**config.mk**
```make
export PLATFORM = sky130hd
export DESIGN_NAME = tetron_placer_flat
export DESIGN_NICKNAME = d
export VERILOG_FILES = /design/src/rtl/tetris_pkg.sv /design/src/rtl/tetron_placer_if.sv /design/src/rtl/tetron_cell_calc.sv /design/src/rtl/tetron_placer.sv /design/src/flat_wrapper.sv
export SDC_FILE = /design/constraint.sdc
export NUM_CORES = 1
export LEC_CHECK = 0
export ABC_AREA = 1
export CORE_MARGIN = 4
export CORE_UTILIZATION = 58
export CTS_CLUSTER_DIAMETER = 40
export DETAILED_ROUTE_END_ITERATION = 8
export GPL_TIMING_DRIVEN = 0
export PLACE_DENSITY = 0.81
export SLEW_MARGIN = 20
export SYNTH_ARGS = -nofsm -noshare
export SYNTH_HDL_FRONTEND = slang
export SYNTH_SLANG_ARGS = --single-unit
```
**constraint.sdc**
```tcl
create_clock -name clk -period 5.15 [get_ports clk]
set_input_delay 1.03 -clock clk [delete_from_list [all_inputs] [get_ports clk]]
set_output_delay 1.03 -clock clk [all_outputs]
set_load 0.005 [all_outputs]
```
**src/rtl/tetris_pkg.sv**
```systemverilog
// Shared tetris definitions: board geometry defaults, offset type, op encoding
// and the placer state enum.
package tetris_pkg;

    localparam int DEF_BOARD_W = 10;
    localparam int DEF_BOARD_H = 20;
    localparam int DEF_ADDR_W  = 8;

    typedef logic signed [4:0] offset_t;

    typedef enum logic {
        OP_CHECK  = 1'b0,
        OP_COMMIT = 1'b1
    } op_e;

    typedef enum logic [2:0] {
        ST_IDLE,
        ST_CALC,
        ST_READ,
        ST_EVAL,
        ST_WRITE,
        ST_RESP
    } placer_state_e;

endpackage

```
**src/rtl/tetron_placer_if.sv**
```systemverilog
// Request/response and playfield-memory signals of the tetron placer.
// master = game control + playfield RAM side, slave = placer.
interface tetron_placer_if
    import tetris_pkg::*;
#(
    parameter int ADDR_W = DEF_ADDR_W
);
    logic              req_valid;
    logic              req_ready;
    logic              req_op;
    logic [4:0]        anchor_row;
    logic [4:0]        anchor_col;
    offset_t           blk1_voffset;
    offset_t           blk1_hoffset;
    offset_t           blk2_voffset;
    offset_t           blk2_hoffset;
    offset_t           blk3_voffset;
    offset_t           blk3_hoffset;
    offset_t           blk4_voffset;
    offset_t           blk4_hoffset;
    logic              rd_en;
    logic [ADDR_W-1:0] rd_addr;
    logic              rd_data;
    logic              wr_en;
    logic [ADDR_W-1:0] wr_addr;
    logic              wr_data;
    logic              rsp_valid;
    logic              rsp_collide;
    logic              rsp_oob;

    modport master (
        output req_valid, req_op, anchor_row, anchor_col,
               blk1_voffset, blk1_hoffset, blk2_voffset, blk2_hoffset,
               blk3_voffset, blk3_hoffset, blk4_voffset, blk4_hoffset,
               rd_data,
        input  req_ready, rd_en, rd_addr, wr_en, wr_addr, wr_data,
               rsp_valid, rsp_collide, rsp_oob
    );

    modport slave (
        input  req_valid, req_op, anchor_row, anchor_col,
               blk1_voffset, blk1_hoffset, blk2_voffset, blk2_hoffset,
               blk3_voffset, blk3_hoffset, blk4_voffset, blk4_hoffset,
               rd_data,
        output req_ready, rd_en, rd_addr, wr_en, wr_addr, wr_data,
               rsp_valid, rsp_collide, rsp_oob
    );

endinterface

```
**src/rtl/tetron_cell_calc.sv**
```systemverilog
// Combinational cell position: anchor + offset -> bounds flags and playfield address.
// Optional TETRON_PLACER_SPAWN_EN: rows above the board with a legal column are spawn cells.
module tetron_cell_calc
    import tetris_pkg::*;
#(
    parameter int BOARD_W = DEF_BOARD_W,
    parameter int BOARD_H = DEF_BOARD_H,
    parameter int ADDR_W  = DEF_ADDR_W
) (
    input  logic [4:0]        anchor_row,
    input  logic [4:0]        anchor_col,
    input  offset_t           voffset,
    input  offset_t           hoffset,
    output logic              oob,
    output logic              spawn,
    output logic [ADDR_W-1:0] addr
);
    logic signed [5:0] row;
    logic signed [5:0] col;
    logic              col_ok;
    logic              row_low_ok;

    always_comb begin
        row        = signed'({1'b0, anchor_row}) + signed'({voffset[4], voffset});
        col        = signed'({1'b0, anchor_col}) + signed'({hoffset[4], hoffset});
        col_ok     = !col[5] && (int'(col) < BOARD_W);
        row_low_ok = row[5] || (int'(row) < BOARD_H);
`ifdef TETRON_PLACER_SPAWN_EN
        spawn = row[5] && col_ok;
        oob   = !col_ok || !row_low_ok;
`else
        spawn = 1'b0;
        oob   = row[5] || !row_low_ok || !col_ok;
`endif
        // Only meaningful for in-range cells; truncation of the rest is harmless.
        addr = ADDR_W'(int'(row) * BOARD_W + int'(col));
    end

endmodule

```
**src/rtl/tetron_placer.sv**
```systemverilog
// Walks four tetromino cells against the playfield RAM: CHECK reports collide/oob,
// COMMIT additionally writes a clean piece. Optional macro: TETRON_PLACER_SPAWN_EN.
module tetron_placer
    import tetris_pkg::*;
#(
    parameter int BOARD_W = DEF_BOARD_W,
    parameter int BOARD_H = DEF_BOARD_H,
    parameter int ADDR_W  = DEF_ADDR_W
) (
    input  logic            clk,
    input  logic            reset,
    tetron_placer_if.slave  bus
);
    placer_state_e state_reg, state_next;
    logic [1:0]    idx_reg, idx_next, idx_inc;

    op_e           op_reg;
    logic [4:0]    anchor_row_reg, anchor_col_reg;
    offset_t       voff_reg [4];
    offset_t       hoff_reg [4];

    logic [3:0]        calc_oob, calc_spawn;
    logic [ADDR_W-1:0] calc_addr [4];
    logic [ADDR_W-1:0] addr_reg  [4];
    logic [3:0]        skip_reg, spawn_reg;
    logic              oob_any_reg;
    logic              collide_reg, collide_now, rd_pend_reg;
    logic              accept;

    logic              req_ready_reg, req_ready_next;
    logic              rd_en_reg, rd_en_next;
    logic [ADDR_W-1:0] rd_addr_reg, rd_addr_next;
    logic              wr_en_reg, wr_en_next;
    logic [ADDR_W-1:0] wr_addr_reg, wr_addr_next;
    logic              rsp_valid_reg, rsp_valid_next;
    logic              rsp_collide_reg, rsp_collide_next;
    logic              rsp_oob_reg, rsp_oob_next;

    generate
        for (genvar gi = 0; gi < 4; gi++) begin : g_cell
            tetron_cell_calc #(
                .BOARD_W (BOARD_W),
                .BOARD_H (BOARD_H),
                .ADDR_W  (ADDR_W)
            ) u_cell (
                .anchor_row (anchor_row_reg),
                .anchor_col (anchor_col_reg),
                .voffset    (voff_reg[gi]),
                .hoffset    (hoff_reg[gi]),
                .oob        (calc_oob[gi]),
                .spawn      (calc_spawn[gi]),
                .addr       (calc_addr[gi])
            );
        end
    endgenerate

    assign accept      = bus.req_valid && req_ready_reg;
    assign idx_inc     = idx_reg + 2'd1;
    // Read data lags rd_en by one cycle; rd_pend_reg marks the cycle it is valid.
    assign collide_now = collide_reg | (rd_pend_reg & bus.rd_data);

    always_ff @(posedge clk) begin
        if (reset) begin
            state_reg <= ST_IDLE;
            idx_reg   <= 2'd0;
        end else begin
            state_reg <= state_next;
            idx_reg   <= idx_next;
        end
    end

    always_comb begin
        state_next = state_reg;
        idx_next   = idx_reg;
        case (state_reg)
            ST_IDLE:  if (accept) state_next = ST_CALC;
            ST_CALC: begin
                state_next = ST_READ;
                idx_next   = 2'd0;
            end
            ST_READ: begin
                if (idx_reg == 2'd3) state_next = ST_EVAL;
                else                 idx_next   = idx_inc;
            end
            ST_EVAL: begin
                if (op_reg == OP_COMMIT && !collide_now && !oob_any_reg) begin
                    state_next = ST_WRITE;
                    idx_next   = 2'd0;
                end else begin
                    state_next = ST_RESP;
                end
            end
            ST_WRITE: begin
                if (idx_reg == 2'd3) state_next = ST_RESP;
                else                 idx_next   = idx_inc;
            end
            default:  state_next = ST_IDLE;
        endcase
    end

    // Next values of the registered outputs, looking one slot ahead.
    always_comb begin
        req_ready_next   = (state_next == ST_IDLE);
        rd_en_next       = 1'b0;
        rd_addr_next     = rd_addr_reg;
        wr_en_next       = 1'b0;
        wr_addr_next     = wr_addr_reg;
        rsp_valid_next   = 1'b0;
        rsp_collide_next = rsp_collide_reg;
        rsp_oob_next     = rsp_oob_reg;
        case (state_reg)
            ST_CALC: begin
                rd_en_next   = !(calc_oob[0] | calc_spawn[0]);
                rd_addr_next = calc_addr[0];
            end
            ST_READ: begin
                if (idx_reg != 2'd3) begin
                    rd_en_next   = !skip_reg[idx_inc];
                    rd_addr_next = addr_reg[idx_inc];
                end
            end
            ST_EVAL: begin
                if (state_next == ST_WRITE) begin
                    wr_en_next   = !spawn_reg[0];
                    wr_addr_next = addr_reg[0];
                end else begin
                    rsp_valid_next   = 1'b1;
                    rsp_collide_next = collide_now;
                    rsp_oob_next     = oob_any_reg;
                end
            end
            ST_WRITE: begin
                if (idx_reg != 2'd3) begin
                    wr_en_next   = !spawn_reg[idx_inc];
                    wr_addr_next = addr_reg[idx_inc];
                end else begin
                    rsp_valid_next   = 1'b1;
                    rsp_collide_next = 1'b0;
                    rsp_oob_next     = 1'b0;
                end
            end
            default: ;
        endcase
    end

    always_ff @(posedge clk) begin
        if (reset) begin
            req_ready_reg   <= 1'b0;
            rd_en_reg       <= 1'b0;
            rd_addr_reg     <= '0;
            wr_en_reg       <= 1'b0;
            wr_addr_reg     <= '0;
            rsp_valid_reg   <= 1'b0;
            rsp_collide_reg <= 1'b0;
            rsp_oob_reg     <= 1'b0;
        end else begin
            req_ready_reg   <= req_ready_next;
            rd_en_reg       <= rd_en_next;
            rd_addr_reg     <= rd_addr_next;
            wr_en_reg       <= wr_en_next;
            wr_addr_reg     <= wr_addr_next;
            rsp_valid_reg   <= rsp_valid_next;
            rsp_collide_reg <= rsp_collide_next;
            rsp_oob_reg     <= rsp_oob_next;
        end
    end

    always_ff @(posedge clk) begin
        if (reset) begin
            rd_pend_reg <= 1'b0;
            collide_reg <= 1'b0;
        end else begin
            rd_pend_reg <= rd_en_reg;
            collide_reg <= accept ? 1'b0 : collide_now;
            if (accept) begin
                op_reg         <= op_e'(bus.req_op);
                anchor_row_reg <= bus.anchor_row;
                anchor_col_reg <= bus.anchor_col;
                voff_reg[0]    <= bus.blk1_voffset;
                hoff_reg[0]    <= bus.blk1_hoffset;
                voff_reg[1]    <= bus.blk2_voffset;
                hoff_reg[1]    <= bus.blk2_hoffset;
                voff_reg[2]    <= bus.blk3_voffset;
                hoff_reg[2]    <= bus.blk3_hoffset;
                voff_reg[3]    <= bus.blk4_voffset;
                hoff_reg[3]    <= bus.blk4_hoffset;
            end
            if (state_reg == ST_CALC) begin
                for (int i = 0; i < 4; i++) addr_reg[i] <= calc_addr[i];
                skip_reg    <= calc_oob | calc_spawn;
                spawn_reg   <= calc_spawn;
                oob_any_reg <= |calc_oob;
            end
        end
    end

    assign bus.req_ready   = req_ready_reg;
    assign bus.rd_en       = rd_en_reg;
    assign bus.rd_addr     = rd_addr_reg;
    assign bus.wr_en       = wr_en_reg;
    assign bus.wr_addr     = wr_addr_reg;
    assign bus.wr_data     = wr_en_reg;
    assign bus.rsp_valid   = rsp_valid_reg;
    assign bus.rsp_collide = rsp_collide_reg;
    assign bus.rsp_oob     = rsp_oob_reg;

endmodule

```
**src/flat_wrapper.sv**
```systemverilog
// flat-port wrapper written by rule: the top's interface ports become plain ports
module tetron_placer_flat import tetris_pkg::*;
#(
    parameter int BOARD_W = DEF_BOARD_W,
    parameter int BOARD_H = DEF_BOARD_H,
    parameter int ADDR_W  = DEF_ADDR_W
)
  (clk, reset, bus_req_valid, bus_req_op, bus_anchor_row, bus_anchor_col, bus_blk1_voffset, bus_blk1_hoffset, bus_blk2_voffset, bus_blk2_hoffset, bus_blk3_voffset, bus_blk3_hoffset, bus_blk4_voffset, bus_blk4_hoffset, bus_rd_data, bus_req_ready, bus_rd_en, bus_rd_addr, bus_wr_en, bus_wr_addr, bus_wr_data, bus_rsp_valid, bus_rsp_collide, bus_rsp_oob);
  tetron_placer_if #(.ADDR_W(ADDR_W)) bus_i ();
  input  logic clk;
  input  logic reset;
  input wire logic [$bits(bus_i.req_valid)-1:0] bus_req_valid;
  input wire logic [$bits(bus_i.req_op)-1:0] bus_req_op;
  input wire logic [$bits(bus_i.anchor_row)-1:0] bus_anchor_row;
  input wire logic [$bits(bus_i.anchor_col)-1:0] bus_anchor_col;
  input wire logic [$bits(bus_i.blk1_voffset)-1:0] bus_blk1_voffset;
  input wire logic [$bits(bus_i.blk1_hoffset)-1:0] bus_blk1_hoffset;
  input wire logic [$bits(bus_i.blk2_voffset)-1:0] bus_blk2_voffset;
  input wire logic [$bits(bus_i.blk2_hoffset)-1:0] bus_blk2_hoffset;
  input wire logic [$bits(bus_i.blk3_voffset)-1:0] bus_blk3_voffset;
  input wire logic [$bits(bus_i.blk3_hoffset)-1:0] bus_blk3_hoffset;
  input wire logic [$bits(bus_i.blk4_voffset)-1:0] bus_blk4_voffset;
  input wire logic [$bits(bus_i.blk4_hoffset)-1:0] bus_blk4_hoffset;
  input wire logic [$bits(bus_i.rd_data)-1:0] bus_rd_data;
  output wire logic [$bits(bus_i.req_ready)-1:0] bus_req_ready;
  output wire logic [$bits(bus_i.rd_en)-1:0] bus_rd_en;
  output wire logic [$bits(bus_i.rd_addr)-1:0] bus_rd_addr;
  output wire logic [$bits(bus_i.wr_en)-1:0] bus_wr_en;
  output wire logic [$bits(bus_i.wr_addr)-1:0] bus_wr_addr;
  output wire logic [$bits(bus_i.wr_data)-1:0] bus_wr_data;
  output wire logic [$bits(bus_i.rsp_valid)-1:0] bus_rsp_valid;
  output wire logic [$bits(bus_i.rsp_collide)-1:0] bus_rsp_collide;
  output wire logic [$bits(bus_i.rsp_oob)-1:0] bus_rsp_oob;
  assign bus_i.req_valid = bus_req_valid;
  assign bus_i.req_op = bus_req_op;
  assign bus_i.anchor_row = bus_anchor_row;
  assign bus_i.anchor_col = bus_anchor_col;
  assign bus_i.blk1_voffset = bus_blk1_voffset;
  assign bus_i.blk1_hoffset = bus_blk1_hoffset;
  assign bus_i.blk2_voffset = bus_blk2_voffset;
  assign bus_i.blk2_hoffset = bus_blk2_hoffset;
  assign bus_i.blk3_voffset = bus_blk3_voffset;
  assign bus_i.blk3_hoffset = bus_blk3_hoffset;
  assign bus_i.blk4_voffset = bus_blk4_voffset;
  assign bus_i.blk4_hoffset = bus_blk4_hoffset;
  assign bus_i.rd_data = bus_rd_data;
  assign bus_req_ready = bus_i.req_ready;
  assign bus_rd_en = bus_i.rd_en;
  assign bus_rd_addr = bus_i.rd_addr;
  assign bus_wr_en = bus_i.wr_en;
  assign bus_wr_addr = bus_i.wr_addr;
  assign bus_wr_data = bus_i.wr_data;
  assign bus_rsp_valid = bus_i.rsp_valid;
  assign bus_rsp_collide = bus_i.rsp_collide;
  assign bus_rsp_oob = bus_i.rsp_oob;
  tetron_placer #(.BOARD_W(BOARD_W), .BOARD_H(BOARD_H), .ADDR_W(ADDR_W)) u_core (.clk(clk), .reset(reset), .bus(bus_i));
endmodule
```
==> impl_results.md, run 1 <==
* Clk_skew at 7.49 ps
* Crit path launch type: register
* Top-area cell type share of the netlist area at 35.0%
* Ys Warns at 0
* Input/output buffers at 77
* Syn_nets at 957
* H-tree levels at 4
* Worst VDD drop at 0.196 mV
* Top cell by count, worst path: nand2_1
* Hold slack final at 437 ps
* CP endpoint: u_core.bus.rd_addr[7]
* RSZ-0062 raised after global routing: no
* Leak at 0.00405 uW
* DRT Wirelength at 15,500 um
* Syn Inst Count at 789
* Syn avg cell area at 9.58 um2
* Clock slew at reported path FFs at 50 ps
* Post-CTS Repair Setup Buffers at 0
* Adder-cell area share of the yosys netlist at 20.3%
* Die Area at 14,900 um2
* Register bit total from synthesis at 117
* Total power at 3050 uW
* Flop2flop setup slack at 1120 ps
* Worst Path Class, Setup: register to register
* Worst Setup End Kind: register
* Worst-Margin Slew at 667 ps
* Area post-placement at 8600 um2
* Post-place setup slack at 1140 ps
* RD Place Congestion at 0.895
* Final period utilization at 78.2%
* Number of cells on the critical path at 19
* Fin crit period at 4030 ps
* Clk_lat worst skew at 420 ps
* CP max FO at 4
* First-pass GRT wire length at 25,600 um
* Worst EP required at 5420 ps
* Top post-synthesis cells by area: edfxtp_1 (35%), ha_1 (16%), dfxtp_1 (7.7%), nand2_1 (7.2%), inv_1 (5.5%)
* Worst Reg-to-Reg Cells at 19
* # rows at 41
* Setup tns final at 0 ps
* Antenna violations before repair at 0
* Tightest Hold Check Type: register to register
* Slowest cell on crit path: edfxtp_1
* Fmax at 248 MHz
* Gr usage total at 22.4%
* Drt first pass iters at 5
* Top-count cell post-synth: nand2_1
* Grt ovf at 0
* Nets at 1,055
* Max cap viols at 0
* Setup violations, final at 0
* Mapped cell area at 7560 um2
* Worst flop-to-flop path startpoint: u_core.anchor_row_reg[0]
* Area grow syn2layout at 21.1%
* Slowest cell delay on critical path at 520 ps
* Synth Area in XOR/XNOR at 6.72%
* Resize count post-CTS at 0
* DR vias at 5,709
* Critical Path, Cell by Cell: ha_1 > fa_1 > a21oi_1 > o21bai_1 > xor2_1 > ha_1 > fa_1 > xor2_1 > ha_1 > nand2_1 > inv_1 > a21oi_1 > nand2_1 > nand2_1 > nand2_1 > nand3_1 > nand3_1 > nand2_1 > a21oi_1
* Fraction of registers with async set/reset at 0%
* Max FFs per register at 32
* Largest family of logic cells by synthesized area: adder cells
* CP arrival at 4290 ps
* Finished Cell Area at 9160 um2
* EDFF count, synth at 88
* Rel. slew slack at 55.5%
* Ports at 78
* Antenna diodes at 0
* Number of buffers created by CTS at 17
* Share of cells above drive strength 1 at 5.89%
* Core area at 12,700 um2
* Pwr Density at 334 nW/um2
* Fraction of synthesized area in multiplexers at 0%
* Detailed Place HPWL at 12,000 um
* Die W at 122 um
* Area leader, netlist: edfxtp_1
* Compound-gate portion of the synthesized area at 8.91%
* Status: finished clean
* ANT nets after route at 0
* Post-DR vias/cell at 5.33
* WL per Instance at 14.4 um
* Buf/Inv on CP at 1
* Final Hold Fails at 0
* Root buf cell: clkbuf_16
* DRC at 0
* Largest net degree at the start of global routing at 31
* Number of global-route vias before repair at 5,519
* TritonCTS clock tree: done
* Primary FF master, synth: edfxtp_1
* Synth top cells by count: nand2_1 (144), inv_1 (110), ha_1 (97)
* Post-synthesis simple-gate area fraction at 15.0%
* Die Height at 122 um
* Post-synthesis cell type count at 37
* CTS Buffer Depth at 2
* Drt first-iter violations at 370
* Post-CTS Hold Buffers at 0
* Top Family by Delay on Critical Path: adder cells
* Max Slew Vio Count at 0
* FF-to-FF End: u_core.bus.rd_addr[7]
* Sequential cell area fraction in the yosys report at 42.6%
* CP Launch Point: u_core.anchor_row_reg[0]
* Final setup margin at 1120 ps
* Starting density of the core at 59.6%
* Clock sink count at 117
[stage by stage]
| stage | util [%] | std cells |
|---|---|---|
| 2_1_floorplan | - | 789 |
| 6_report | 72.3 | 1072 |
| 4_1_cts | 72.3 | 1072 |
| 3_3_place_gp | 67.4 | 1038 |
| 5_1_grt | 72.3 | 1072 |
| 3_5_place_dp | 67.9 | 1040 |
[power breakdown]
group / switching, uW / internal (uW)
clock network: 395 / 694
registers: 25.3 / 1100
logic: 467 / 373
[per-layer routing]
metal / global-route usage (%) / vias to the layer above / part of all wire [%]
li1: - / 2890 / -
met2: 37.4 / 189 / 48
met3: 5.62 / 33 / 6.3
met5: 0 / - / 0
met4: 8.89 / 0 / 2.9
met1: 28.1 / 2597 / 43
[placed cells by master, fill, tap and decap left out, types with 6 or more instances in the layout]
cell type	instances
nand2_1	144
inv_1	110
ha_1	97
edfxtp_1	88
clkdlybuf4s50_1	77
a21oi_1	58
nand3_1	47
o21ai_0	39
xnor2_1	30
dfxtp_1	29
xor2_1	28
nor2_1	28
clkbuf_16	19
fa_1	16
nand4_1	14
clkbuf_1	10
o211ai_1	6
inv_2	6
a32o_1	6
[cell families (layout without fill, tap and decap cells)]
kind of cell | after synthesis | in the layout
adder cells (fa/ha/maj) | 113 | 113
flip-flops | 117 | 117
buffers and inverters | 128 | 239
XOR/XNOR | 58 | 58
AO/OA/AOI/OAI | 120 | 120
AND/OR/NAND/NOR | 253 | 253
[worst min-delay path, stage by stage, from the launching register on]
cell and delay, ps:
dfxtp_1 320, inv_1 50, nor2_1 30
[worst min path at each step]
| stage | slack, ps | startpoint | cells past startpoint | to |
|---|---|---|---|---|
| CTS | 440 | u_core.bus.rd_en | 2 | u_core.rd_pend_reg |
| global route | 470 | u_core.bus.rd_en | 2 | u_core.rd_pend_reg |
| detailed placement | 430 | u_core.bus.rd_en | 2 | u_core.rd_pend_reg |
| finish | 440 | u_core.bus.rd_en | 2 | u_core.rd_pend_reg |
| global placement | 430 | u_core.bus.rd_en | 2 | u_core.rd_pend_reg |
| floorplan | 420 | u_core.bus.rd_en | 2 | u_core.rd_pend_reg |
[final cells by class]
cell class	instances	area, um2
clock buffers	25	518
fillers	962	3520
flip-flops and latches	117	3220
plain buffers	11	50.0
multi-input cells	544	3860
well taps	172	215
repair buffers	79	811
inverters	117	439
clock inverters	7	38.8
No activity file was read; power rests on OpenSTA's default activity.
==> inputs of run 2 (changes only) <==
==> constraint.sdc (replaced) <==
create_clock -name clk -period 4 [get_ports clk]
set_input_delay 0.8 -clock clk [delete_from_list [all_inputs] [get_ports clk]]
set_output_delay 0.8 -clock clk [all_outputs]
set_load 0.005 [all_outputs]
==> impl_results.md, run 2 (synthesis results as in run 1) <==
* Status: finished clean
* Net Switching at 1150 uW
* Area grow syn2layout at 22.6%
* Worst EP required at 4270 ps
* Input/output buffers at 77
* CTS Buffer Depth at 2
* Post-CTS Hold Buffers at 0
* ANT nets after route at 0
* Final period utilization at 97.5%
* Most common cell after layout, fill and taps aside: nand2_1
* Leak at 0.00409 uW
* Max FFs per register at 32
* Nets at 1,065
* Die Height at 122 um
* Root buf cell: clkbuf_16
* Worst Setup End Kind: register
* Clock share of power at 35.5%
* Max cap viols at 0
* Clock sink count at 117
* Core area at 12,700 um2
* Setup violations, final at 0
* RSZ-0062 raised after global routing: yes
* Flop pwr share at 36.6%
* Clk_skew at 7.06 ps
* TritonCTS clock tree: done
* Max Slew Vio Count at 0
* Detailed Place HPWL at 12,000 um
* DRC at 0
* Post-place setup slack at -7.33 ps
* Most frequent cells in the layout: nand2_1 (144), inv_1 (110), ha_1 (93)
* Drt first-iter violations at 440
* Die Area at 14,900 um2
* Number of buffers created by CTS at 17
* Largest net degree at the start of global routing at 31
* Worst-Margin Slew at 668 ps
* Share of cells above drive strength 1 at 7.58%
* Worst Path Class, Setup: register to register
* Total power at 3960 uW
* Clock slew at reported path FFs at 50 ps
* Comb power frac at 28.0%
* Rel. slew slack at 55.4%
* Crit path launch type: register
* Starting density of the core at 59.6%
* Final Hold Fails at 0
* CP arrival at 4170 ps
* Pwr Density at 427 nW/um2
* DRT Wirelength at 15,800 um
* Cell-internal power at 2810 uW
* WL per Instance at 14.6 um
* Ports at 78
* CP max FO at 3
* Fmax at 256 MHz
* Antenna diodes at 0
* Die W at 122 um
* # rows at 41
* DR vias at 5,752
* Antenna violations before repair at 0
* Clk_lat worst skew at 420 ps
* Worst VDD drop at 0.271 mV
* Grt ovf at 0
* Tightest Hold Check Type: register to register
* RD Place Congestion at 0.895
* Drt first pass iters at 5
* Number of global-route vias before repair at 5,525
* Final setup margin at 99.3 ps
* H-tree levels at 4
* First-pass GRT wire length at 25,700 um
* Post-DR vias/cell at 5.32
* Sw frac at 29.2%
* Gr usage total at 22.5%
* Fin crit period at 3900 ps
==> run 2: worst paths after layout <==
kind | from | end | slack, ps | cells past startpoint
setup / recovery | u_core.anchor_row_reg[0] | u_core.bus.rd_addr[7] | 100 | 20
hold / removal | u_core.bus.rd_en | u_core.rd_pend_reg | 440 | 2
setup reg to reg | u_core.anchor_row_reg[0] | u_core.bus.rd_addr[7] | 100 | 20
hold reg to reg | u_core.bus.rd_en | u_core.rd_pend_reg | 440 | 2
==> run 2: layer usage <==
layer / up-vias / wire [um] / global-route usage, %
met4: 0 / 474 / 9.17
met1: 2631 / 6810 / 28.3
met2: 175 / 7600 / 37.6
met5: - / 0 / 0
li1: 2911 / - / -
met3: 35 / 877 / 5.29
==> run 2: power groups by stage <==
stage | registers (uW) | clock network [uW] | logic [uW]
finish | 1450 | 1400 | 1110
global route | 1450 | 1490 | 1260
CTS | 1450 | 1420 | 1080
detailed placement | 1470 | 0 | 1070
global placement | 1470 | 0 | 1020
floorplan | 1460 | 0 | 805
==> run 2: worst max-delay path, stage by stage, from the launching register on <==
cell and delay [ps]:
edfxtp_1 460, ha_2 250, fa_1 450, a21oi_1 160
o21bai_1 80, xor2_1 270, ha_1 330, fa_1 440
xor2_1 170, ha_1 340, nand2_1 80, inv_1 100
nand3_1 110, nand2_1 80, nand2_1 50, nand2_1 70
inv_1 40, nand2_1 70, nand3_1 70, nand2_1 80
a21oi_1 60
==> run 2: repair_timing <==
| item | CTS | global route |
|---|---|---|
| endpoints found under the setup margin | 1 | 2 |
| pin swaps | 0 | 5 |
| setup buffers | 1 | 9 |
| cloned | 0 | 0 |
| resized for setup | 0 | 7 |
==> run 2: stage by stage <==
stage	util (%)	hold slack (ps)	std cells	area [um2]	setup TNS (ps)
after CTS	72.3	437	1073	9160	0
final	73.1	437	1082	9270	0
after detailed placement	67.9	434	1040	8600	-7.33
after global placement	67.4	431	1038	8540	-82770
after floorplan	-	420	789	7560	0
after global routing	73.1	466	1082	9270	-64.0
==> run 2: final cells by class <==
cell class	count	area, um2
Inverter	117	439
Clock inverter	7	38.8
Tap cell	172	215
Multi-Input combinational cell	544	3900
Fill cell	942	3400
Buffer	11	50.0
Clock buffer	25	518
Sequential cell	117	3220
Timing Repair Buffer	89	886
